<file path="src/rtl/weight_feeder_pkg.sv">
// Shared constants and FSM encoding for the first-layer weight feeder.
// A kernel set is 11 kernels x 7 weights packed into 9 words of 9 bytes.
package weight_feeder_pkg;

    localparam int WORDS_PER_SET    = 9;
    localparam int WEIGHTS_PER_WORD = 9;
    localparam int KERNELS          = 11;
    localparam int COLS             = 7;
    localparam int WORD_W           = 72;

    typedef enum logic [2:0] {
        ST_IDLE       = 3'd0,
        ST_PRELOAD    = 3'd1,
        ST_SWAP       = 3'd2,
        ST_RUN        = 3'd3,
        ST_WAIT_FETCH = 3'd4,
        ST_DONE       = 3'd5
    } state_e;

endpackage

</file>
<file path="src/rtl/weight_feeder_fetch_engine.sv">
// Reads one 9-word kernel set from the weight SRAM, highest word first,
// and streams it into the buffer shift chain one cycle after the read data.
module weight_fetch_engine
    import weight_feeder_pkg::*;
#(
    parameter int ADDR_W = 12
) (
    input  logic              clk,
    input  logic              rst_n,
    input  logic              launch,
    input  logic [ADDR_W-1:0] start_addr,
    output logic              mem_en,
    output logic [ADDR_W-1:0] mem_addr,
    input  logic [WORD_W-1:0] mem_rdata,
    output logic [WORD_W-1:0] weight_o,
    output logic              en_dff,
    output logic              fetch_done
);

    logic              mem_en_q,   mem_en_d;
    logic [ADDR_W-1:0] addr_q,     addr_d;
    logic [3:0]        cnt_q,      cnt_d;
    logic              rd_valid_q, rd_valid_d;
    logic [WORD_W-1:0] weight_q,   weight_d;
    logic              en_dff_q,   en_dff_d;
    logic              done_q,     done_d;
    logic              done_now_s;

    // The last shift strobe (read pipe already empty) marks the fetch as complete.
    assign done_now_s = en_dff_q & ~rd_valid_q;
    assign fetch_done = done_q | done_now_s;

    assign mem_en   = mem_en_q;
    assign mem_addr = addr_q;
    assign weight_o = weight_q;
    assign en_dff   = en_dff_q;

    // Address down-counter, read-valid pipe and output word register.
    always_comb begin
        mem_en_d   = mem_en_q;
        addr_d     = addr_q;
        cnt_d      = cnt_q;
        rd_valid_d = mem_en_q;
        en_dff_d   = rd_valid_q;
        weight_d   = weight_q;
        done_d     = done_q;

        if (launch) begin
            mem_en_d = 1'b1;
            addr_d   = start_addr;
            cnt_d    = 4'(WORDS_PER_SET - 1);
        end else if (mem_en_q) begin
            if (cnt_q == 4'd0) begin
                mem_en_d = 1'b0;
            end else begin
                addr_d = addr_q - ADDR_W'(1);
                cnt_d  = cnt_q - 4'd1;
            end
        end else begin
            mem_en_d = 1'b0;
        end

        if (rd_valid_q) begin
            weight_d = mem_rdata;
        end else begin
            weight_d = weight_q;
        end

        if (launch) begin
            done_d = 1'b0;
        end else begin
            done_d = fetch_done;
        end
    end

    // State register for the fetch engine.
    always_ff @(posedge clk or negedge rst_n) begin
        if (!rst_n) begin
            mem_en_q   <= 1'b0;
            addr_q     <= '0;
            cnt_q      <= 4'd0;
            rd_valid_q <= 1'b0;
            weight_q   <= '0;
            en_dff_q   <= 1'b0;
            done_q     <= 1'b0;
        end else begin
            mem_en_q   <= mem_en_d;
            addr_q     <= addr_d;
            cnt_q      <= cnt_d;
            rd_valid_q <= rd_valid_d;
            weight_q   <= weight_d;
            en_dff_q   <= en_dff_d;
            done_q     <= done_d;
        end
    end

endmodule

</file>
<file path="src/rtl/weight_feeder.sv">
// Job sequencer for the first-layer weight buffer: preloads set 0, then
// consumes each set in 7-column passes while prefetching the next one.
module weight_feeder
    import weight_feeder_pkg::*;
#(
    parameter int ADDR_W = 12,
    parameter int SET_W  = 8,
    parameter int PASS_W = 16
) (
    input  logic              clk,
    input  logic              rst_n,
    input  logic              start,
    input  logic [ADDR_W-1:0] base_addr,
    input  logic [SET_W-1:0]  num_sets,
    input  logic [PASS_W-1:0] passes,
    input  logic              pix_ready,
    output logic              mem_en,
    output logic [ADDR_W-1:0] mem_addr,
    input  logic [WORD_W-1:0] mem_rdata,
    output logic [WORD_W-1:0] weight_o,
    output logic              en_dff,
    output logic              ud,
    output logic              en_cnt,
    output logic [SET_W-1:0]  set_idx,
    output logic              busy,
    output logic              done
);

    state_e            state_q,      state_d;
    logic [SET_W-1:0]  set_idx_q,    set_idx_d;
    logic [SET_W-1:0]  num_sets_q,   num_sets_d;
    logic [PASS_W-1:0] passes_q,     passes_d;
    logic [ADDR_W-1:0] fetch_base_q, fetch_base_d;
    logic [2:0]        col_q,        col_d;
    logic [PASS_W-1:0] pass_q,       pass_d;

    logic              launch_s;
    logic [ADDR_W-1:0] launch_addr_s;
    logic              fetch_done_s;
    logic [SET_W:0]    next_idx_s;
    logic              more_sets_s;
    logic              last_col_s;
    logic              last_pass_s;

    weight_fetch_engine #(
        .ADDR_W (ADDR_W)
    ) u_fetch (
        .clk        (clk),
        .rst_n      (rst_n),
        .launch     (launch_s),
        .start_addr (launch_addr_s),
        .mem_en     (mem_en),
        .mem_addr   (mem_addr),
        .mem_rdata  (mem_rdata),
        .weight_o   (weight_o),
        .en_dff     (en_dff),
        .fetch_done (fetch_done_s)
    );

    assign next_idx_s  = {1'b0, set_idx_q} + {{SET_W{1'b0}}, 1'b1};
    assign more_sets_s = next_idx_s < {1'b0, num_sets_q};
    assign last_col_s  = (col_q == 3'(COLS - 1));
    assign last_pass_s = (pass_q == passes_q - PASS_W'(1));

    assign ud      = (state_q == ST_SWAP);
    assign en_cnt  = (state_q == ST_RUN) & pix_ready;
    assign done    = (state_q == ST_DONE);
    assign busy    = (state_q != ST_IDLE);
    assign set_idx = set_idx_q;

    // Next-state, job-parameter latching, column/pass counting and fetch launches.
    always_comb begin
        state_d       = state_q;
        set_idx_d     = set_idx_q;
        num_sets_d    = num_sets_q;
        passes_d      = passes_q;
        fetch_base_d  = fetch_base_q;
        col_d         = col_q;
        pass_d        = pass_q;
        launch_s      = 1'b0;
        launch_addr_s = fetch_base_q + ADDR_W'(2 * WORDS_PER_SET - 1);

        case (state_q)
            ST_IDLE: begin
                // Zero sets or zero passes would never issue a valid load, so drop them.
                if (start && (num_sets != '0) && (passes != '0)) begin
                    num_sets_d    = num_sets;
                    passes_d      = passes;
                    set_idx_d     = '0;
                    fetch_base_d  = base_addr;
                    col_d         = 3'd0;
                    pass_d        = '0;
                    launch_s      = 1'b1;
                    launch_addr_s = base_addr + ADDR_W'(WORDS_PER_SET - 1);
                    state_d       = ST_PRELOAD;
                end else begin
                    state_d = ST_IDLE;
                end
            end
            ST_PRELOAD: begin
                if (fetch_done_s) begin
                    state_d = ST_SWAP;
                end else begin
                    state_d = ST_PRELOAD;
                end
            end
            ST_SWAP: begin
                state_d = ST_RUN;
                if (more_sets_s) begin
                    launch_s     = 1'b1;
                    fetch_base_d = fetch_base_q + ADDR_W'(WORDS_PER_SET);
                end else begin
                    launch_s = 1'b0;
                end
            end
            ST_RUN: begin
                if (pix_ready) begin
                    if (last_col_s) begin
                        col_d = 3'd0;
                        if (last_pass_s) begin
                            pass_d = '0;
                            if (more_sets_s) begin
                                if (fetch_done_s) begin
                                    set_idx_d = next_idx_s[SET_W-1:0];
                                    state_d   = ST_SWAP;
                                end else begin
                                    state_d = ST_WAIT_FETCH;
                                end
                            end else begin
                                state_d = ST_DONE;
                            end
                        end else begin
                            pass_d = pass_q + PASS_W'(1);
                        end
                    end else begin
                        col_d = col_q + 3'd1;
                    end
                end else begin
                    col_d = col_q;
                end
            end
            ST_WAIT_FETCH: begin
                if (fetch_done_s) begin
                    set_idx_d = next_idx_s[SET_W-1:0];
                    state_d   = ST_SWAP;
                end else begin
                    state_d = ST_WAIT_FETCH;
                end
            end
            ST_DONE: begin
                state_d = ST_IDLE;
            end
            default: begin
                state_d = ST_IDLE;
            end
        endcase
    end

    // Sequencer state register.
    always_ff @(posedge clk or negedge rst_n) begin
        if (!rst_n) begin
            state_q      <= ST_IDLE;
            set_idx_q    <= '0;
            num_sets_q   <= '0;
            passes_q     <= '0;
            fetch_base_q <= '0;
            col_q        <= 3'd0;
            pass_q       <= '0;
        end else begin
            state_q      <= state_d;
            set_idx_q    <= set_idx_d;
            num_sets_q   <= num_sets_d;
            passes_q     <= passes_d;
            fetch_base_q <= fetch_base_d;
            col_q        <= col_d;
            pass_q       <= pass_d;
        end
    end

endmodule

</file>
<file path="config.mk">
export PLATFORM = sky130hd
export DESIGN_NAME = weight_feeder
export DESIGN_NICKNAME = d
export VERILOG_FILES = /design/src/rtl/weight_feeder_pkg.sv /design/src/rtl/weight_feeder_fetch_engine.sv /design/src/rtl/weight_feeder.sv
export SDC_FILE = /design/constraint.sdc
export NUM_CORES = 1
export LEC_CHECK = 0
export CAP_MARGIN = 20
export CORE_MARGIN = 5
export CORE_UTILIZATION = 53
export DETAILED_ROUTE_END_ITERATION = 10
export GPL_TIMING_DRIVEN = 0
export PLACE_DENSITY = 0.84
export REMOVE_ABC_BUFFERS = 1
export SLEW_MARGIN = 25
export SYNTH_ARGS = -nofsm -noshare
export SYNTH_HDL_FRONTEND = slang
export SYNTH_SLANG_ARGS = --single-unit
</file>
<file path="constraint.sdc">
create_clock -name clk -period 5 [get_ports clk]
set_clock_uncertainty 0.1 [all_clocks]
set_input_delay 1.25 -clock clk [delete_from_list [all_inputs] [get_ports clk]]
set_output_delay 1.25 -clock clk [all_outputs]
set_load 0.01 [all_outputs]
</file>
After elaboration in Yosys (flattened, before gate mapping)
Cells that the tools add are included. W data, S select, Z words.

Output and inout port bits: 98. Word-level logic and storage cells: 102. Flip-flop bits (word level): 158. Input bits: 112.

Reduce and logical (&&, ||, !) cells: 18. Magnitude comparators: 1. $add $sub $neg: 9. Muxes and demuxes: 42. Bitwise gates (word level): 4. Eq/ne operators: 14.

Operators by type and width (count): $mux W12 (7); $mux W16 (4); $mux W8 (6); $pmux W16 S2 (1); $add A12 B4 Y12 const B (2); $mux W3 (8); $pmux W12 S2 (1); $pmux W8 S3 (1); $add A16 B1 Y16 const B (1); $eq A16 B16 Y1 (1); $reduce_bool A16 Y1 (1); $sub A16 B1 Y16 const B (1); $pmux W3 S5 (1); $add A12 B5 Y12 const B (1); $mux W4 (3); $ne A2 B2 Y1 const B (6); $sub A12 B1 Y12 const B (1); $add A8 B1 Y9 const B (1); $eq A3 B3 Y1 const B (3); $lt A9 B8 Y1 (1); $reduce_and A3 Y1 (3); $reduce_bool A8 Y1 (1); $mux W1 (7); $eq A3 B2 Y1 const B (2); 18 further kinds (24).

Logic depth before layout (Yosys ltp)
Gate-level depths: netlist of run 1.

Word-level depth: 9. Gate-level depth with buffers: 14. Mapped depth without buffers: 12.

Hierarchy
Synthesis of run 1 repeated with hierarchy kept, for this count alone.

Cells, all modules: 806. Area total of the unflattened synthesis: 8197.9 sq um.

By module, submodules not included: weight_feeder (cells an instance 552, instances 1, sequential area each 1651.6 sq um, area each 4490.6 sq um); weight_fetch_engine (cells an instance 254, instances 1, sequential area each 2302.2 sq um, area each 3707.3 sq um).

Least setup slack after synthesis of run 1
No wires, ideal clock.

Path kind: register to register. Start: register passes_q[3]. End: register set_idx_q[0], in the netlist set_idx[0]. Library setup time: 125 ps. Arrival: 2789 ps. Required time: 4775 ps. Setup slack: 1986 ps. Stages on the path, launching flop included: 10. Buffers on the path: 1. Clock period less this slack: 3014 ps. Path through: dfrtp_1 -> buf_6 -> or4_4 -> or4b_1 -> a211oi_2 -> o211ai_1 -> nor4_4 -> a21oi_2 -> o21bai_4 -> mux2_4.

Word-level cells in the longest chain between the ends: 4.

RTL lines: start, declared (line weight_feeder.sv:32) `logic [PASS_W-1:0] passes_q, passes_d;`; start signal, assigned (line weight_feeder.sv:173) `passes_q <= passes_d;`; $sub A16 B1 Y16 (line weight_feeder.sv:63) `assign last_pass_s = (pass_q == passes_q - PASS_W'(1));`; $eq A16 B16 Y1 (line weight_feeder.sv:63); $ne A2 B2 Y1 (no source line); $reduce_and A6 Y1 (no source line); end signal, assigned (line weight_feeder.sv:171) `set_idx_q <= set_idx_d;`; end, declared (line weight_feeder.sv:30) `logic [SET_W-1:0] set_idx_q, set_idx_d;`.

Every way passes these cells. A chain may end at the register's enable or synchronous reset.

Final worst setup path of run 1
Start: input passes[10]. End: register u_fetch.addr_q[3], in the netlist u_fetch.mem_addr[3].

Word-level cells in the longest chain between the ends: 6. Elaborated cells between the ends (all ways): 10. Those cells by class: eq/ne (1); mux (5); reduce/logical (4).

RTL lines: start, declared (line weight_feeder.sv:15) `input logic [PASS_W-1:0] passes,`; $reduce_bool A16 Y1 (*) (line weight_feeder.sv:86) `if (start && (num_sets != '0) && (passes != '0)) begin`; $logic_and A1 B1 Y1 (*) (line weight_feeder.sv:86); $mux W1 (line weight_feeder.sv:86); $pmux W1 S2 (line weight_feeder.sv:83) `case (state_q)`; $ne A2 B2 Y1 (no source line) / $reduce_bool A2 Y1 (equally long branches); $reduce_and A2 Y1 (no source line); end signal, assigned (line weight_feeder_fetch_engine.sv:88) `addr_q <= addr_d;`; end, declared (line weight_feeder_fetch_engine.sv:21) `logic [ADDR_W-1:0] addr_q, addr_d;`.

Mark *: on every way between the ends. The rest lies on a longest branch, timed or not.

==> results of run 1 <==
-- layout make-up --
class / count / area share
clock buffers: 20 / 0.0418
clock inverters: 12 / 0.0167
inverters: 27 / 0.00927
multi-input cells: 555 / 0.348
flip-flops and latches: 158 / 0.362
well taps: 188 / 0.0215
repair buffers: 213 / 0.201
-- power groups by stage --
stage	logic [W]	clock network [W]	registers (W)
2_1_floorplan	0.0000831	0	0.00140
4_1_cts	0.000300	0.00142	0.00137
5_1_grt	0.000322	0.00147	0.00138
3_5_place_dp	0.000299	0	0.00139
3_3_place_gp	0.000290	0	0.00139
6_report	0.000296	0.00139	0.00137
-- per-layer routing --
metal / vias up / global-route usage / wire length, um
li1: 3136 / - / -
met1: 3101 / 0.289 / 8440
met2: 226 / 0.401 / 10200
met3: 36 / 0.0479 / 1110
met4: 0 / 0.0837 / 447
met5: - / 0 / 0
-- through the flow --
step / util / instance area, um2
after floorplan: - / 7850
after global placement: 0.680 / 10200
after detailed placement: 0.687 / 10300
after CTS: 0.730 / 10900
after global routing: 0.730 / 10900
final: 0.730 / 10900
-- state kept, by name, summed over array words and instances (netlist names) --
signal and count:
u_fetch.weight_o 72, pass_q 16, passes_q 16, fetch_base_q 12, u_fetch.mem_addr 12, num_sets_q 8, set_idx 8, u_fetch.cnt_q 4
col_q 3, state_q 3, u_fetch.done_q 1, u_fetch.en_dff 1, u_fetch.en_dff_d 1, u_fetch.mem_en 1
-- worst max path at each step --
stage                     from              endpoint  slack (ps)  cells after the start
finish              passes[10]   u_fetch.mem_addr[3]         990                      8
global route        set_idx[2]   u_fetch.mem_addr[2]         790                     12
CTS                  pix_ready                en_cnt        1020                      3
detailed placement  passes[10]   u_fetch.mem_addr[2]         610                      8
global placement         rst_n  u_fetch.weight_o[15]       -3860                      1
floorplan            passes[2]   u_fetch.mem_addr[2]        1620                      6
-- logic make-up (layout without fill, tap and decap cells) --
kind of cell	after synthesis	count (layout)	share of synthesized area
DFF	158	158	0.494
xor gates and xnor gates	66	66	0.0722
AOI/OAI and AO/OA	144	144	0.111
buffers and inverters	64	272	0.0311
and+or+nand+nor	252	252	0.159
adders and majority gates	15	15	0.0235
muxes	78	78	0.109
-- Yosys cell counts, drive strengths merged, types with 2 or more instances --
cell type	number	area share
and4	5	0.0055
o31ai	5	0.0047
a31oi	5	0.0039
nor4	12	0.011
nor2b	3	0.0023
o22ai	7	0.0055
and3b	3	0.0033
or2	6	0.0047
mux2	73	0.10
nand4b	4	0.0044
ha	15	0.023
o21bai	4	0.0052
or3	2	0.0016
a22o	4	0.0044
a211oi	5	0.0053
nor2	41	0.019
or4	4	0.0042
xnor2	34	0.037
buf	3	0.0025
and2	5	0.0039
and3	9	0.0070
nor4b	3	0.0033
o211ai	13	0.012
mux2i	5	0.0063
xor2	32	0.035
nor3b	2	0.0019
clkbuf	34	0.016
o31a	2	0.0022
o21ai	52	0.033
inv	27	0.013
dfrtp	158	0.49
nand2	98	0.046
nor3	10	0.0063
nand2b	8	0.0063
or4b	2	0.0025
nand4	9	0.0070
nand3	22	0.014
a21oi	36	0.023
-- critical path, cell delays in order --
cell and delay, ps:
clkdlybuf4s50_1 420, nor4_1 360, nand4_1 280, nand4_1 560
buf_8 240, nand2_1 550, o211ai_1 340, o21ai_0 140
==> flow_metrics.py, run 1 <==
metrics = {
    "global_route": {
        "grt_pass1_wl_um": 33200,
        "overflow": 0,
        "grt_start_max_net_pins": 81,
        "antenna_found_initial": 0,
        "grt_pass1_vias": 6520,
        "grt_use_total": 0.232,
    },
    "route": {
        "vias_per_cell": 5.54,
        "ant_nets": 0,
        "drt_wl_total_um": 20200,
        "vias": 6499,
        "drt_iter0_drc": 325,
        "drc": 0,
        "dr.pass1.iters": 5,
        "wl_per_cell_um": 17.2,
    },
    "timing": {
        "finalSetupTns_ps": 0,
        "max_slew_margin": 0.250,
        "hold_violations": 0,
        "drv_slew": 0,
        "setup_violations": 0,
        "fin_crit_ps": 4010,
        "rsz0062_at_grt": "false",
        "finalWorstSetupSlack_ps": 995,
        "fmax_mhz": 250,
        "period_share": 0.801,
        "whs_ps": 354,
        "tightest_slew_ps": 1110,
    },
    "clock_tree": {
        "clock_path_buffers": 2,
        "clk_pin_slew_worst_paths_ps": 70,
        "clk_latency_ps": 420,
        "cts_root_buf": "clkbuf_16",
        "ctsResizeCount": 0,
        "cts.sinks": 158,
        "ctsHoldBuffers": 0,
        "cts_setup_buffers": 0,
        "cts_max_level": 4,
        "numCtsBuffers": 17,
        "cts_tree": "yes",
    },
    "hold_path": {
        "hold_start": "u_fetch.mem_en",
        "hold_depth": 0,
        "min_path_type": "register to register",
        "hold_end": "u_fetch.en_dff_d",
    },
    "die": {
        "die_x_um": 133,
        "core_area_um2": 15000,
        "dieArea_um2": 17700,
        "start_util": 0.534,
        "die_y_um": 133,
        "ioPinCount": 210,
        "row_count": 45,
    },
    "yosys": {
        "synthesis.area_um2": 8000,
        "synthFlopType": "dfrtp_1",
        "ys_async_sr_fraction": 1.00,
        "syn_area_per_cell_um2": 10.3,
        "yosysUniqueCellTypes": 63,
        "ys_warn_count": 0,
        "synth_seq_cells": 158,
        "ys_seq_area_frac": 0.494,
        "synth_edf_count": 0,
        "syn_inst": 777,
    },
    "critical_path": {
        "crit_fanout": 30,
        "required_ps": 5160,
        "rr_worst_depth": 12,
        "rr_endpoint": "u_fetch.mem_addr[3]",
        "crit_type": "input pin to register",
        "startpoint_type": "input pin",
        "arrival_ps": 4160,
        "rrSetupSlack_ps": 1180,
        "cp-end-kind": "register",
        "worstReg2RegStart": "set_idx[2]",
    },
    "final_layout": {
        "antennaDiodeCount": 0,
        "layout_commonest_cell": "clkdlybuf4s50_1",
        "layoutNonFillerInstCount": 1173,
        "syn_to_final_growth_pct": 36.6,
        "multi_input_area_um2": 3800,
        "ff_latch_area_um2": 3960,
        "nets": 1099,
        "num-fill-cells": 1060,
        "mostFrequentLayoutCells": "clkdlybuf4s50_1, dfrtp_1, nand2_1",
        "final_layout_size_suffix_gt1_frac": 0.127,
    },
    "power_and_ir_drop": {
        "power_w": 0.00306,
        "ir_drop_mv": 0.238,
        "p_comb_frac": 0.097,
        "switching_share": 0.222,
        "p_int_w": 0.00238,
        "clkPwrFrac": 0.455,
        "leakage_nw": 4.71,
        "switchingPower_w": 0.000678,
        "power_frac_seq": 0.449,
        "pwr_density_cell_nw_per_um2": 280,
    },
    "placement": {
        "io_buffers": 209,
        "place_inst": 1141,
        "gp_congestion": 0.874,
        "hpwl_um": 15000,
        "pre_cts_ws_ps": 611,
    },
    "flow_run": {
        "max_cap_violations": 0,
    },
    "run_status": {
        "status": "finished clean",
    },
}
(Power assumes the default switching activity.)
==> inputs of run 2 (changes only) <==
--- a/config.mk
+++ b/config.mk
@@ -7,10 +7,10 @@
 export LEC_CHECK = 0
 export CAP_MARGIN = 20
 export CORE_MARGIN = 5
-export CORE_UTILIZATION = 53
+export CORE_UTILIZATION = 45
 export DETAILED_ROUTE_END_ITERATION = 10
 export GPL_TIMING_DRIVEN = 0
-export PLACE_DENSITY = 0.84
+export PLACE_DENSITY = 0.76
 export REMOVE_ABC_BUFFERS = 1
 export SLEW_MARGIN = 25
 export SYNTH_ARGS = -nofsm -noshare
==> constraint.sdc (replaced) <==
create_clock -name clk -period 3.25 [get_ports clk]
set_clock_uncertainty 0.1 [all_clocks]
set_input_delay 0.8125 -clock clk [delete_from_list [all_inputs] [get_ports clk]]
set_output_delay 0.8125 -clock clk [all_outputs]
set_load 0.01 [all_outputs]
==> flow_metrics.py, run 2 (synthesis results as in run 1) <==
metrics = {
    "run_status": {
        "status": "finished clean",
    },
    "clock_tree": {
        "cts.sinks": 158,
        "clk_pin_slew_worst_paths_ps": 60,
        "ctsHoldBuffers": 0,
        "clock_path_buffers": 2,
        "cts_root_buf": "clkbuf_16",
        "cts_max_level": 4,
        "numCtsBuffers": 17,
        "clk_latency_ps": 420,
        "cts_tree": "yes",
    },
    "final_layout": {
        "largest_reg_flops": 72,
        "num-fill-cells": 1416,
        "nets": 1111,
        "final_layout_size_suffix_gt1_frac": 0.155,
        "antennaDiodeCount": 0,
        "mostFrequentLayoutCells": "clkdlybuf4s50_1, dfrtp_1, nand2_1",
        "layout_commonest_cell": "clkdlybuf4s50_1",
        "syn_to_final_growth_pct": 38.7,
    },
    "critical_path": {
        "cp-end-kind": "register",
        "required_ps": 3450,
        "slowest_delay_ps": 500,
        "crit_fanout": 6,
        "worst_path_most_repeated_cell": "buf_4",
        "worstPathCellList": "buf_4 -> buf_4 -> nor4_2 -> or4b_1 -> a211oi_2 -> o211ai_1 -> nor4_4 -> a21oi_4 -> o21bai_4 -> mux2_4",
        "critPathTopFamily": "simple AND/OR/NAND/NOR gates",
        "cp_num_buf_inv": 2,
        "startpoint_type": "register",
        "crit_type": "register to register",
        "slowest_stage": "or4b_1",
        "arrival_ps": 3430,
    },
    "global_route": {
        "grt_pass1_wl_um": 32900,
        "grt_use_total": 0.201,
        "antenna_found_initial": 0,
        "grt_pass1_vias": 6489,
        "overflow": 0,
        "grt_start_max_net_pins": 85,
    },
    "timing": {
        "finalSetupTns_ps": 0,
        "fin_crit_ps": 3220,
        "period_share": 0.992,
        "rsz0062_at_grt": "true",
        "fmax_mhz": 310,
        "hold_violations": 0,
        "max_slew_margin": 0.501,
        "tightest_slew_ps": 741,
        "drv_slew": 0,
        "setup_violations": 0,
    },
    "power_and_ir_drop": {
        "power_w": 0.00460,
        "leakage_nw": 4.73,
        "pwr_density_cell_nw_per_um2": 414,
        "ir_drop_mv": 0.386,
    },
    "route": {
        "wl_per_cell_um": 16.7,
        "dr.pass1.iters": 5,
        "drt_iter0_drc": 421,
        "drt_wl_total_um": 20400,
        "drc": 0,
        "vias_per_cell": 5.32,
        "vias": 6492,
        "ant_nets": 0,
    },
    "placement": {
        "gp_congestion": 0.852,
        "hpwl_um": 15000,
        "io_buffers": 209,
    },
    "die": {
        "die_y_um": 143,
        "ioPinCount": 210,
        "dieArea_um2": 20500,
        "die_x_um": 143,
        "start_util": 0.461,
        "row_count": 48,
        "core_area_um2": 17400,
    },
    "flow_run": {
        "max_cap_violations": 0,
    },
    "hold_path": {
        "min_path_type": "input pin to async pin",
    },
}
[run 2: changes by cell type in the layout (fill, tap and decap cells not counted), moves of 2 or more]
| cell | before | now |
|---|---|---|
| inv_2 | 0 | 2 |
| dfrtp_2 | 0 | 5 |
| buf_12 | 0 | 2 |
| dfrtp_1 | 157 | 152 |
| nor4_2 | 0 | 2 |
| buf_4 | 0 | 11 |
| inv_1 | 27 | 24 |
| o21ai_0 | 51 | 49 |
| nor4_1 | 11 | 9 |
| clkinv_4 | 1 | 4 |
| buf_16 | 3 | 1 |
[run 2: per-layer routing]
layer,GRT usage,vias to the layer above,part of all wire
li1,-,3168,-
met1,0.255,3106,0.41
met2,0.348,194,0.52
met3,0.0386,24,0.052
met4,0.0649,0,0.018
met5,0,-,0
[run 2: final timing paths]
kind	startpoint	endpoint	slack, ps	cells after the start
max in group asynchronous	rst_n	u_fetch.weight_o[24]	2010	2
min	rst_n	u_fetch.weight_o[30]	250	1
min in group clk	u_fetch.mem_en	u_fetch.en_dff_d	370	0
min reg2reg	u_fetch.mem_en	u_fetch.en_dff_d	370	0
max reg2reg	passes_q[0]	set_idx[0]	30	10
max	passes_q[0]	set_idx[0]	30	10
[run 2: power breakdown]
part / total [W] / internal [W] / switching, W
Sequential: 0.00211 / 0.00204 / 0.0000686
Clock: 0.00203 / 0.00123 / 0.000799
Combinational: 0.000456 / 0.000285 / 0.000171
Total: 0.00460 / 0.00356 / 0.00104
[run 2: what timing repair did]
item                                    CTS  global route
endpoints found under the setup margin   42            44
setup buffers                             2             9
pin swaps                                 2             7
gates cloned                              0             1
resized for setup                         7            19
[run 2: layout make-up]
cell class                 instances  area [um2]  area share
clock inverter                    12         160      0.0144
multi-input combinational        555        3880       0.350
inverter                          27         105     0.00947
timing repair inverter             1        5.00    0.000451
timing repair buffer             224        2260       0.204
tap                              225         282      0.0254
clock buffer                      19         443      0.0399
sequential                       158        3960       0.357
[run 2: worst reg2reg max path, cell delays in order, from the launching register on]
cell and delay (ps):
dfrtp_2 440, buf_4 150, buf_4 130, nor4_2 450, or4b_1 500, a211oi_2 240, o211ai_1 170, nor4_4 310
a21oi_4 140, o21bai_4 210, mux2_4 280
[run 2: per-stage QoR]
step                std cells  setup slack, ps  hold slack (ps)   util  area, um2
floorplan                 740              132              338      -       7850
global placement         1174            -5270              334  0.589      10200
detailed placement       1178             -791              357  0.594      10300
CTS                      1211             7.29              300  0.631      11000
global route             1221            -56.2              323  0.639      11100
finish                   1221             25.6              250  0.639      11100
==> inputs of run 3 (changes only) <==
--- a/config.mk
+++ b/config.mk
@@ -5,6 +5,7 @@
 export SDC_FILE = /design/constraint.sdc
 export NUM_CORES = 1
 export LEC_CHECK = 0
+export ABC_CLOCK_PERIOD_IN_PS = 3250
 export CAP_MARGIN = 20
 export CORE_MARGIN = 5
 export CORE_UTILIZATION = 45
==> results of run 3 <==
The final DEF is identical to that of run 2; final timing and power are the same.
